**config.mk**
```make
export PLATFORM = sky130hd
export DESIGN_NAME = blood_type_classification
export DESIGN_NICKNAME = d
export VERILOG_FILES = /design/src/rtl/blood_type_classification.sv
export SDC_FILE = /design/constraint.sdc
export NUM_CORES = 1
export LEC_CHECK = 0
export ABC_AREA = 1
export BUFFER_PORTS_ARGS = -buffer_cell sky130_fd_sc_hd__buf_4
export CORE_ASPECT_RATIO = 0.7
export CORE_MARGIN = 1
export CORE_UTILIZATION = 56
export DETAILED_ROUTE_END_ITERATION = 10
export GPL_TIMING_DRIVEN = 0
export PLACE_DENSITY = 0.75
export SYNTH_ARGS = -nofsm -noshare
export SYNTH_HDL_FRONTEND = slang
export SYNTH_SLANG_ARGS = --single-unit
export TNS_END_PERCENT = 100
```
**constraint.sdc**
```tcl
create_clock -name clk -period 2.49 [get_ports clk]
set_input_delay 0.249 -clock clk [delete_from_list [all_inputs] [get_ports clk]]
set_output_delay 0.249 -clock clk [all_outputs]
set_load 0.005 [all_outputs]
```
**src/rtl/blood_type_classification.sv**
```systemverilog
// Blood type classifier with per-type and rare-sample statistics.
//
// Each accepted sample (in_valid=1) is classified one cycle later on
// blood_output (1 = rare type), decoded one-hot on type_onehot, and flagged
// with out_valid. Eight saturating per-type counters and a saturating rare
// counter accumulate statistics; any per-type counter can be read
// combinationally through cnt_sel/cnt_value.
//
// Ports:
//   clk          : clock, all state updates on rising edge
//   rst          : synchronous active-high reset (clears outputs and counters)
//   bloodType    : 3-bit encoded blood type of the current sample
//   in_valid     : bloodType carries a sample this cycle
//   blood_output : registered rare flag of the last accepted sample
//   out_valid    : blood_output/type_onehot were updated this cycle
//   type_onehot  : registered one-hot decode of the last accepted bloodType
//   cnt_sel      : selects the per-type counter shown on cnt_value
//   cnt_value    : combinational read of the selected per-type counter
//   rare_count   : registered count of accepted rare samples
module blood_type_classification #(
    parameter int CNT_W = 8
) (
    input  logic             clk,
    input  logic             rst,
    input  logic [2:0]       bloodType,
    input  logic             in_valid,
    output logic             blood_output,
    output logic             out_valid,
    output logic [7:0]       type_onehot,
    input  logic [2:0]       cnt_sel,
    output logic [CNT_W-1:0] cnt_value,
    output logic [CNT_W-1:0] rare_count
);

    // Codes 001 (O+), 011 (A+) and 101 (B+) are the only common types.
    function automatic logic is_rare(input logic [2:0] code);
        return !(code == 3'd1 || code == 3'd3 || code == 3'd5);
    endfunction

    // Increment that sticks at the all-ones value instead of wrapping.
    function automatic logic [CNT_W-1:0] sat_inc(input logic [CNT_W-1:0] v);
        return (&v) ? v : v + CNT_W'(1);
    endfunction

    logic [CNT_W-1:0] type_cnt [8];

    // Stage boundary: sample accepted on this edge, results visible next cycle.
    always_ff @(posedge clk) begin
        if (rst) begin
            blood_output <= 1'b0;
            out_valid    <= 1'b0;
            type_onehot  <= 8'h00;
            rare_count   <= '0;
            for (int i = 0; i < 8; i++) begin
                type_cnt[i] <= '0;
            end
        end else begin
            out_valid <= in_valid;
            if (in_valid) begin
                blood_output        <= is_rare(bloodType);
                type_onehot         <= 8'b1 << bloodType;
                type_cnt[bloodType] <= sat_inc(type_cnt[bloodType]);
                if (is_rare(bloodType)) begin
                    rare_count <= sat_inc(rare_count);
                end
            end
        end
    end

    // Reads the registered value, so a same-edge increment appears only
    // after that edge.
    assign cnt_value = type_cnt[cnt_sel];

endmodule

```
==> results.yml, run 1 <==
setup_path:
  reg2reg_depth: 13
  r2r_setup_slack_ns: 0.39
  crit_path_end_kind: "output pin"
  r2r_start: "type_cnt[7][1]$_SDFFCE_PN0P_"
  cp.arrival_ns: 2.03
  critPathLaunchType: "input port"
  required_ns: 2.24
  r2r_end: "type_cnt[3][7]$_SDFFCE_PN0P_"
  crit_path_max_fanout: 10
  critical_path_class: "in -> out"
floorplanning:
  core-area_sq_um: 7510
  die_w_microns: 109
  io_pins: 35
  die_area_sq_um: 8400
  die_height_microns: 77.0
  initial_utilization_pct: 59.8
  core.rowCount: 26
layout:
  drive_above_1_share_pct: 12.6
  fillers: 641
  final_nets: 634
  num_antenna_cells: 0
  fin_cells: 726
  area_delta_synth_final_pct: 14.5
sta:
  slew_violations: 0
  fin_ws_ns: 0.213
  worstMarginPinSlew_ns: 0.678
  setup_viol: 0
  final.setup.tns_ns: 0
  post-route-period-util_pct: 91.4
  slew_headroom_pct: 54.8
  hold_viol_final: 0
  fmax_ghz: 0.439
  skew_ns: 0.00495
  rsz0062_at_grt: "no"
  period_needed_ns: 2.28
detailed_routing:
  wl_per_cell_microns: 17.4
  vias_per_cell: 5.73
  routed_wl_microns: 12600
  vias: 4159
  final_antenna_net_count: 0
  first_iter_violations: 405
  dr.pass1.iters: 6
  drcViolationCount: 0
logic_synthesis:
  synth_top_cell_by_area: "edfxtp_1"
  synth_fp_nets: 592
  ys_ff_latch: 82
  yosys.cell_types.count: 33
  synth_cells: 581
  synth_ff_type: "edfxtp_1"
  synth_area_leaders: "edfxtp_1 (43%), nand2_1 (14%), nor2_1 (10%)"
  synth_top_area_share_pct: 42.7
  synth_seq_area_share_pct: 50.8
  yosysWarnings: 0
  postSynthAreaPerCell_sq_um: 7.74
  synth-async-reset-ratio_pct: 0
  synth-edff-count: 64
  synth_area_sq_um: 4500
place:
  portBuffers: 31
  placed_cells: 710
  dp_worst_setup_slack_ns: 0.116
  dp_hpwl_microns: 9040
  place.gp.congestion: 0.952
power_and_ir_drop:
  power_density_nw_per_um2: 650
  p_leak_nw: 2.31
  vdd_drop_max_v: 0.000338
global_route:
  grt_util_all_layers_pct: 32.0
  grt-ovfl-total: 0
  grt_start_max_net_pins: 15
  grt_pass1_vias: 3942
  grt_pass1_wl_microns: 19700
  antenna_found_initial: 0
outcome:
  status: "finished, final reports clean"
flow_run:
  drv_cap: 0
worst_hold_path:
  hold_end: "rare_count[0]$_SDFFE_PP0P_"
  holdPathStages: 2
  min_path_type: "in -> reg"
  hp-start: "rst"
clocking:
  cts_hold_buf: 0
  htreeDepth: 3
  clk_latency_ns: 0.34
  clk_pin_slew_ns: 0.06
  cts_setup_buffers: 0
  root_buffer: "clkbuf_16"
  clockBufferDepth: 2
  clock-sinks: 82
  cts_tree: "yes"
  cts_made_buffers: 9
## timing repair
action | in CTS | in global routing
endpoints found under the hold margin | 0 | 0
endpoints found under the setup margin | 0 | 2
gates resized for setup | 0 | 1
## sequential cells by signal, summed over array words and instances (netlist names)
name	cells
type_cnt	64
rare_count	8
type_onehot	8
blood_output	1
out_valid	1
## metrics by stage
step                      instance area (sq um)  hold WS [ns]  utilization (%)  power [W]
after global routing                       5150         0.115             68.5    0.00344
after global placement                     4850         0.459             64.6    0.00201
after floorplan                            4500         0.318                -    0.00186
after detailed placement                   4850         0.465             64.6    0.00202
final                                      5150         0.112             68.5    0.00335
after CTS                                  5150         0.110             68.5    0.00334
## report_power, final
group | total [W] | leakage, nW | switching (W) | internal [W]
Clock | 0.00134 | 0.136 | 0.000555 | 0.000783
Sequential | 0.00156 | 0.809 | 0.0000322 | 0.00153
Combinational | 0.000446 | 1.37 | 0.000308 | 0.000138
## critical path, cell delays in order
cell	delay, ns
clkbuf_1	0.21
inv_1	0.24
clkbuf_1	0.51
o21ai_0	0.20
o22ai_1	0.24
nor2_1	0.06
a31oi_1	0.18
buf_4	0.14
## placed cells by master, fill, tap and decap left out
cell	n
a21oi_1	14
a22oi_1	3
a31oi_1	8
and3_1	1
buf_2	3
buf_4	35
buf_6	3
bufinv_16	1
clkbuf_1	14
clkbuf_16	9
clkinv_1	10
clkinv_4	1
clkinvlp_4	2
dfxtp_1	18
edfxtp_1	64
ha_1	2
inv_1	37
inv_2	4
inv_4	1
inv_6	1
nand2_1	172
nand2_2	10
nand2_4	1
nand3_1	20
nand3_2	2
nand3b_1	1
nand4_1	3
nor2_1	125
nor2_4	5
nor3_1	1
o211ai_1	1
o21ai_0	39
o21ai_1	3
o21ai_2	1
o21bai_1	1
o22ai_1	7
xnor2_1	3
xor2_1	2
## kinds of logic after synthesis
logic type      Yosys count  share of synthesized area, %
fa+ha+maj                 2                         0.557
buf+inv                  74                          7.15
flops                    82                          50.8
xor+xnor                  5                         0.974
compound gates           77                          9.35
simple gates            341                          31.2
## cell type report
type	instances	area, sq um	share of cell area, %
clock buffers	11	233	4.52
well taps	98	123	2.38
multi-input cells	425	1890	36.8
clock inverters	5	62.6	1.22
inverters	52	198	3.84
flip-flops and latches	82	2280	44.3
repair buffers	31	233	4.52
plain buffers	22	124	2.41
## worst max-delay path by stage
| stage | slack (ns) | depth (start not counted) | endpoint | start |
|---|---|---|---|---|
| floorplan | 0.55 | 13 | type_cnt[0][6]$_SDFFCE_PN0P_ | bloodType[0] |
| global placement | 0.18 | 9 | type_cnt[6][4]$_SDFFCE_PN0P_ | in_valid |
| detailed placement | 0.12 | 14 | type_cnt[1][6]$_SDFFCE_PN0P_ | bloodType[0] |
| CTS | 0.17 | 8 | cnt_value[0] | cnt_sel[0] |
| global route | 0.14 | 7 | cnt_value[7] | cnt_sel[0] |
| finish | 0.21 | 8 | cnt_value[4] | cnt_sel[1] |
## per-layer routing
| layer | global-route usage [%] | wire, microns | vias to the layer above |
|---|---|---|---|
| li1 | - | - | 1962 |
| met1 | 42.7 | 5240 | 1911 |
| met2 | 49.7 | 5620 | 246 |
| met3 | 8.59 | 1420 | 40 |
| met4 | 12.2 | 336 | 0 |
| met5 | 0 | 0 | - |
## cell usage after synthesis (all sizes together), types with 3 or more instances
master / instances
a21oi: 14
a22oi: 3
a31oi: 8
buf: 10
clkbuf: 12
clkinv: 11
dfxtp: 18
edfxtp: 64
inv: 41
nand2: 183
nand3: 22
nand4: 3
nor2: 130
o21ai: 43
o22ai: 7
xnor2: 3
(Power assumes the default switching activity.)
==> run 2: changes to the inputs <==
--- a/config.mk
+++ b/config.mk
@@ -7,12 +7,14 @@
 export LEC_CHECK = 0
 export ABC_AREA = 1
 export BUFFER_PORTS_ARGS = -buffer_cell sky130_fd_sc_hd__buf_4
+export CELL_PAD_IN_SITES_DETAIL_PLACEMENT = 1
+export CELL_PAD_IN_SITES_GLOBAL_PLACEMENT = 1
 export CORE_ASPECT_RATIO = 0.7
-export CORE_MARGIN = 1
-export CORE_UTILIZATION = 56
+export CORE_MARGIN = 2
+export CORE_UTILIZATION = 45
 export DETAILED_ROUTE_END_ITERATION = 10
 export GPL_TIMING_DRIVEN = 0
-export PLACE_DENSITY = 0.75
+export PLACE_DENSITY_LB_ADDON = 0.1
 export SYNTH_ARGS = -nofsm -noshare
 export SYNTH_HDL_FRONTEND = slang
 export SYNTH_SLANG_ARGS = --single-unit
==> run 2 against run 1 <==
Against the previous run: setup slack got worse by 0.045 ns; cell area grew 0.73%; sequential power hardly changed; non-clock buffer count did not move; wire length up 15%; count of clock-buffer cells in the layout stayed put; fmax shrank 2.0%; largest cell class unchanged; highest routed layer unchanged.
==> results.yml, run 2 (same netlist as run 1, synthesis figures left out) <==
outcome:
  status: "finished, final reports clean"
place:
  dp_worst_setup_slack_ns: 0.0258
  dp_hpwl_microns: 10900
  place.gp.congestion: 0.854
  portBuffers: 31
setup_path:
  crit_path_end_kind: "output pin"
  cp.arrival_ns: 2.07
  required_ns: 2.24
  reg2reg_depth: 12
  critical_path_class: "in -> out"
  r2r_end: "type_cnt[3][6]$_SDFFCE_PN0P_"
  critPathLaunchType: "input port"
  crit_path_max_fanout: 10
  r2r_setup_slack_ns: 0.37
  r2r_start: "type_cnt[2][0]$_SDFFCE_PN0P_"
clocking:
  clockBufferDepth: 2
  clk_latency_ns: 0.35
  root_buffer: "clkbuf_16"
  clk_pin_slew_ns: 0.07
  htreeDepth: 3
  cts_tree: "yes"
  clock-sinks: 82
  cts_setup_buffers: 0
  cts_made_buffers: 9
layout:
  num_antenna_cells: 0
  final_nets: 634
  multi_input_area_sq_um: 1890
  reg_top3: "type_cnt (64), rare_count (8), type_onehot (8)"
  area_delta_synth_final_pct: 15.3
  largest_register: "type_cnt"
  regArea_sq_um: 2280
  final_common_cell: "nand2_1"
  layout_common_cells: "nand2_1 (172), nor2_1 (125), edfxtp_1 (64)"
  fillers: 1241
  largest_register_ffs: 64
  drive_above_1_share_pct: 12.9
floorplanning:
  core-area_sq_um: 9720
  die_w_microns: 123
  initial_utilization_pct: 46.2
  die_height_microns: 87.6
  io_pins: 35
  die_area_sq_um: 10800
  core.rowCount: 30
detailed_routing:
  dr.pass1.iters: 5
  first_iter_violations: 301
  drcViolationCount: 0
  final_antenna_net_count: 0
  wl_per_cell_microns: 19.3
  vias: 4173
  vias_per_cell: 5.52
  routed_wl_microns: 14600
worst_hold_path:
  holdPathStages: 2
  hp-start: "rst"
  min_path_type: "in -> reg"
  hold_end: "rare_count[0]$_SDFFE_PP0P_"
sta:
  skew_ns: 0.00789
  fin_ws_ns: 0.168
  rsz0062_at_grt: "no"
  slew_violations: 0
  final.setup.tns_ns: 0
  setup_viol: 0
  slew_headroom_pct: 57.9
  post-route-period-util_pct: 93.3
  worstMarginPinSlew_ns: 0.632
  period_needed_ns: 2.32
  hold_viol_final: 0
  fmax_ghz: 0.431
power_and_ir_drop:
  seq_power_share_pct: 47.0
  p_clk_share_pct: 39.2
  vdd_drop_max_v: 0.000386
  p_switching_w: 0.000915
  fin_total_pwr_w: 0.00332
  p_leak_nw: 2.32
  swShare_pct: 27.5
  combPwrFrac_pct: 13.7
  p_int_w: 0.00241
  power_density_nw_per_um2: 641
global_route:
  grt_start_max_net_pins: 15
  grt_util_all_layers_pct: 29.0
  grt_pass1_wl_microns: 23000
  grt-ovfl-total: 0
  antenna_found_initial: 0
  grt_pass1_vias: 4246
flow_run:
  drv_cap: 0
## run 2: critical path: stages
cell	delay (ns)
clkbuf_1	0.23
inv_1	0.26
clkbuf_1	0.49
o21ai_0	0.19
o22ai_1	0.20
nor2_1	0.06
a31oi_1	0.22
buf_4	0.15
## run 2: what timing repair did
| action | in CTS | in global routing |
|---|---|---|
| setup endpoints to repair | 0 | 8 |
| hold buffers | 0 | 0 |
| gates resized for setup | 0 | 3 |
## run 2: area by class of cell
class                           count  area share [%]
Buffer                             22            2.41
Tap cell                          128            3.09
Timing Repair Buffer               31            4.49
Clock inverter                      5           0.700
Inverter                           52            3.89
Sequential cell                    82            44.0
Clock buffer                       11            4.90
Multi-Input combinational cell    425            36.5
## run 2: how the worst max path moves through the flow
stage | end | cells after the start | start
2_1_floorplan | type_cnt[0][6]$_SDFFCE_PN0P_ | 13 | bloodType[0]
4_1_cts | cnt_value[5] | 7 | cnt_sel[0]
3_5_place_dp | cnt_value[5] | 7 | cnt_sel[0]
6_report | cnt_value[5] | 8 | cnt_sel[1]
3_3_place_gp | cnt_value[5] | 7 | cnt_sel[0]
5_1_grt | cnt_value[6] | 8 | cnt_sel[1]
## run 2: power groups by stage
stage	clock (W)	sequential [W]	combinational, W
3_5_place_dp	0	0.00159	0.000449
3_3_place_gp	0	0.00159	0.000432
5_1_grt	0.00136	0.00157	0.000503
6_report	0.00130	0.00156	0.000457
2_1_floorplan	0	0.00158	0.000281
4_1_cts	0.00131	0.00156	0.000454
## run 2: through the flow
step	std cells	utilization [%]	hold slack (ns)	instance area (sq um)
floorplan	581	-	0.318	4500
global placement	740	50.3	0.461	4890
detailed placement	740	50.3	0.466	4890
CTS	756	53.3	0.103	5180
global route	756	53.3	0.118	5180
finish	756	53.3	0.106	5180
## run 2: metal layers
| layer | routed length (microns) | global-route usage [%] | vias up |
|---|---|---|---|
| met3 | 838 | 4.82 | 23 |
| met4 | 273 | 9.30 | 0 |
| met2 | 6820 | 48.0 | 131 |
| met5 | 0 | 0 | - |
| li1 | - | - | 1969 |
| met1 | 6620 | 39.3 | 2050 |
==> run 3: changes to the inputs <==
--- a/config.mk
+++ b/config.mk
@@ -14,6 +14,7 @@
 export CORE_UTILIZATION = 45
 export DETAILED_ROUTE_END_ITERATION = 10
 export GPL_TIMING_DRIVEN = 0
+export HOLD_SLACK_MARGIN = 0.15
 export PLACE_DENSITY_LB_ADDON = 0.1
 export SYNTH_ARGS = -nofsm -noshare
 export SYNTH_HDL_FRONTEND = slang
==> run 3 against run 2 <==
Against the previous run: register-to-register slack barely moved; cell count rose by 0.13%; setup slack got worse by 0.010 ns; cell area rose by 0.53%; clock power barely moved; critical path type unchanged.
==> results.yml, run 3 (same netlist as run 1, synthesis figures left out) <==
layout:
  largest_register_ffs: 64
  layout_common_cells: "nand2_1 (165), nor2_1 (125), edfxtp_1 (64)"
  area_delta_synth_final_pct: 15.9
  reg_top3: "type_cnt (64), rare_count (8), type_onehot (8)"
  final_nets: 635
  final_common_cell: "nand2_1"
  fin_cells: 757
  largest_register: "type_cnt"
  fillers: 1239
  num_antenna_cells: 0
  drive_above_1_share_pct: 14.0
  fin_area_sq_um: 5210
sta:
  setup_viol: 0
  slew_violations: 0
  skew_ns: 0.00761
  hold_ws_ns: 0.306
  final.setup.tns_ns: 0
  post-route-period-util_pct: 93.7
  fmax_ghz: 0.429
  hold_viol_final: 0
  fin_ws_ns: 0.158
  period_needed_ns: 2.33
  worstMarginPinSlew_ns: 0.632
  slew_headroom_pct: 57.8
  rsz0062_at_grt: "no"
global_route:
  grt-ovfl-total: 0
  top_usage_layer: "met2"
  grt_util_all_layers_pct: 29.0
  grt_start_max_net_pins: 15
  grt_use_met3_pct: 4.82
  use_met1_pct: 39.3
  antenna_found_initial: 0
  grt_pass1_vias: 4249
  grt_pass1_wl_microns: 23000
  met2_usage_pct: 48.1
clocking:
  cts_setup_buffers: 0
  cts_tree: "yes"
  clk_pin_slew_ns: 0.07
  clockBufferDepth: 2
  clock-sinks: 82
  root_buffer: "clkbuf_16"
  cts_made_buffers: 9
  clk_latency_ns: 0.35
  htreeDepth: 3
setup_path:
  required_ns: 2.24
  critical_path_class: "in -> out"
  critPathLaunchType: "input port"
  cp.arrival_ns: 2.08
  crit_path_end_kind: "output pin"
  crit_path_max_fanout: 10
worst_hold_path:
  min_path_type: "in -> reg"
place:
  dp_worst_setup_slack_ns: 0.0258
  portBuffers: 31
  dp_hpwl_microns: 10900
  place.gp.congestion: 0.854
  placed_cells: 740
  place_area_sq_um: 4890
floorplanning:
  core.rowCount: 30
  die_w_microns: 123
  io_pins: 35
  initial_utilization_pct: 46.2
  die_height_microns: 87.6
  core-area_sq_um: 9720
  die_area_sq_um: 10800
detailed_routing:
  final_antenna_net_count: 0
  routed_wl_microns: 14600
  vias: 4197
  vias_per_cell: 5.54
  first_iter_violations: 295
  dr.pass1.iters: 5
  drcViolationCount: 0
  wl_per_cell_microns: 19.3
power_and_ir_drop:
  p_switching_w: 0.000914
  p_leak_nw: 2.32
  p_clk_share_pct: 39.1
  vdd_drop_max_v: 0.000389
  combPwrFrac_pct: 13.9
  p_int_w: 0.00241
  power_density_nw_per_um2: 638
  seq_power_share_pct: 47.0
  swShare_pct: 27.5
outcome:
  status: "finished, final reports clean"
flow_run:
  drv_cap: 0
[run 3: cell count changes in the layout (fill, tap and decap cells not counted), sizes merged]
cell	delta
dlygate4sd3	+1
[run 3: critical path: stages]
cell      delay, ns
clkbuf_1       0.23
inv_1          0.27
clkbuf_1       0.50
o21ai_0        0.19
o22ai_1        0.20
nor2_1         0.06
a31oi_1        0.22
buf_4          0.15
[run 3: timing repair]
item | in CTS | in global routing
hold buffers | 1 | 0
hold endpoints to repair | 5 | 0
endpoints found under the setup margin | 0 | 64
gates resized for setup | 0 | 10
[run 3: power by group through the flow]
stage,clock network (W),logic (W),registers [W]
floorplan,0,0.000281,0.00158
finish,0.00130,0.000461,0.00156
global placement,0,0.000432,0.00159
detailed placement,0,0.000449,0.00159
CTS,0.00131,0.000456,0.00156
global route,0.00136,0.000508,0.00157
[run 3: final timing paths]
check,start,to,slack [ns],cells past startpoint
setup / recovery,cnt_sel[1],cnt_value[5],0.16,8
hold / removal,in_valid,out_valid$_SDFF_PP0_,0.31,3
setup reg to reg,type_cnt[4][1]$_SDFFCE_PN0P_,type_cnt[0][4]$_SDFFCE_PN0P_,0.37,13
hold reg to reg,type_onehot[1]$_SDFFE_PP0P_,type_onehot[1]$_SDFFE_PP0P_,0.48,2
[run 3: final cells by class]
type,count,area (sq um),area share (%)
well taps,128,160,3.07
clock inverters,5,36.3,0.696
flip-flops and latches,82,2280,43.8
inverters,52,201,3.87
plain buffers,22,125,2.40
clock buffers,11,254,4.87
repair buffers,32,243,4.66
multi-input cells,425,1910,36.6
[run 3: through the flow]
step	utilization, %	power (W)
after detailed placement	50.3	0.00204
final	53.6	0.00332
after global routing	53.6	0.00343
after global placement	50.3	0.00202
after floorplan	-	0.00186
after CTS	53.4	0.00333
[run 3: layer usage]
| metal | share of wire, % | vias to the layer above |
|---|---|---|
| li1 | - | 1973 |
| met1 | 45 | 2064 |
| met2 | 47 | 138 |
| met3 | 5.8 | 22 |
| met4 | 1.8 | 0 |
| met5 | 0 | - |
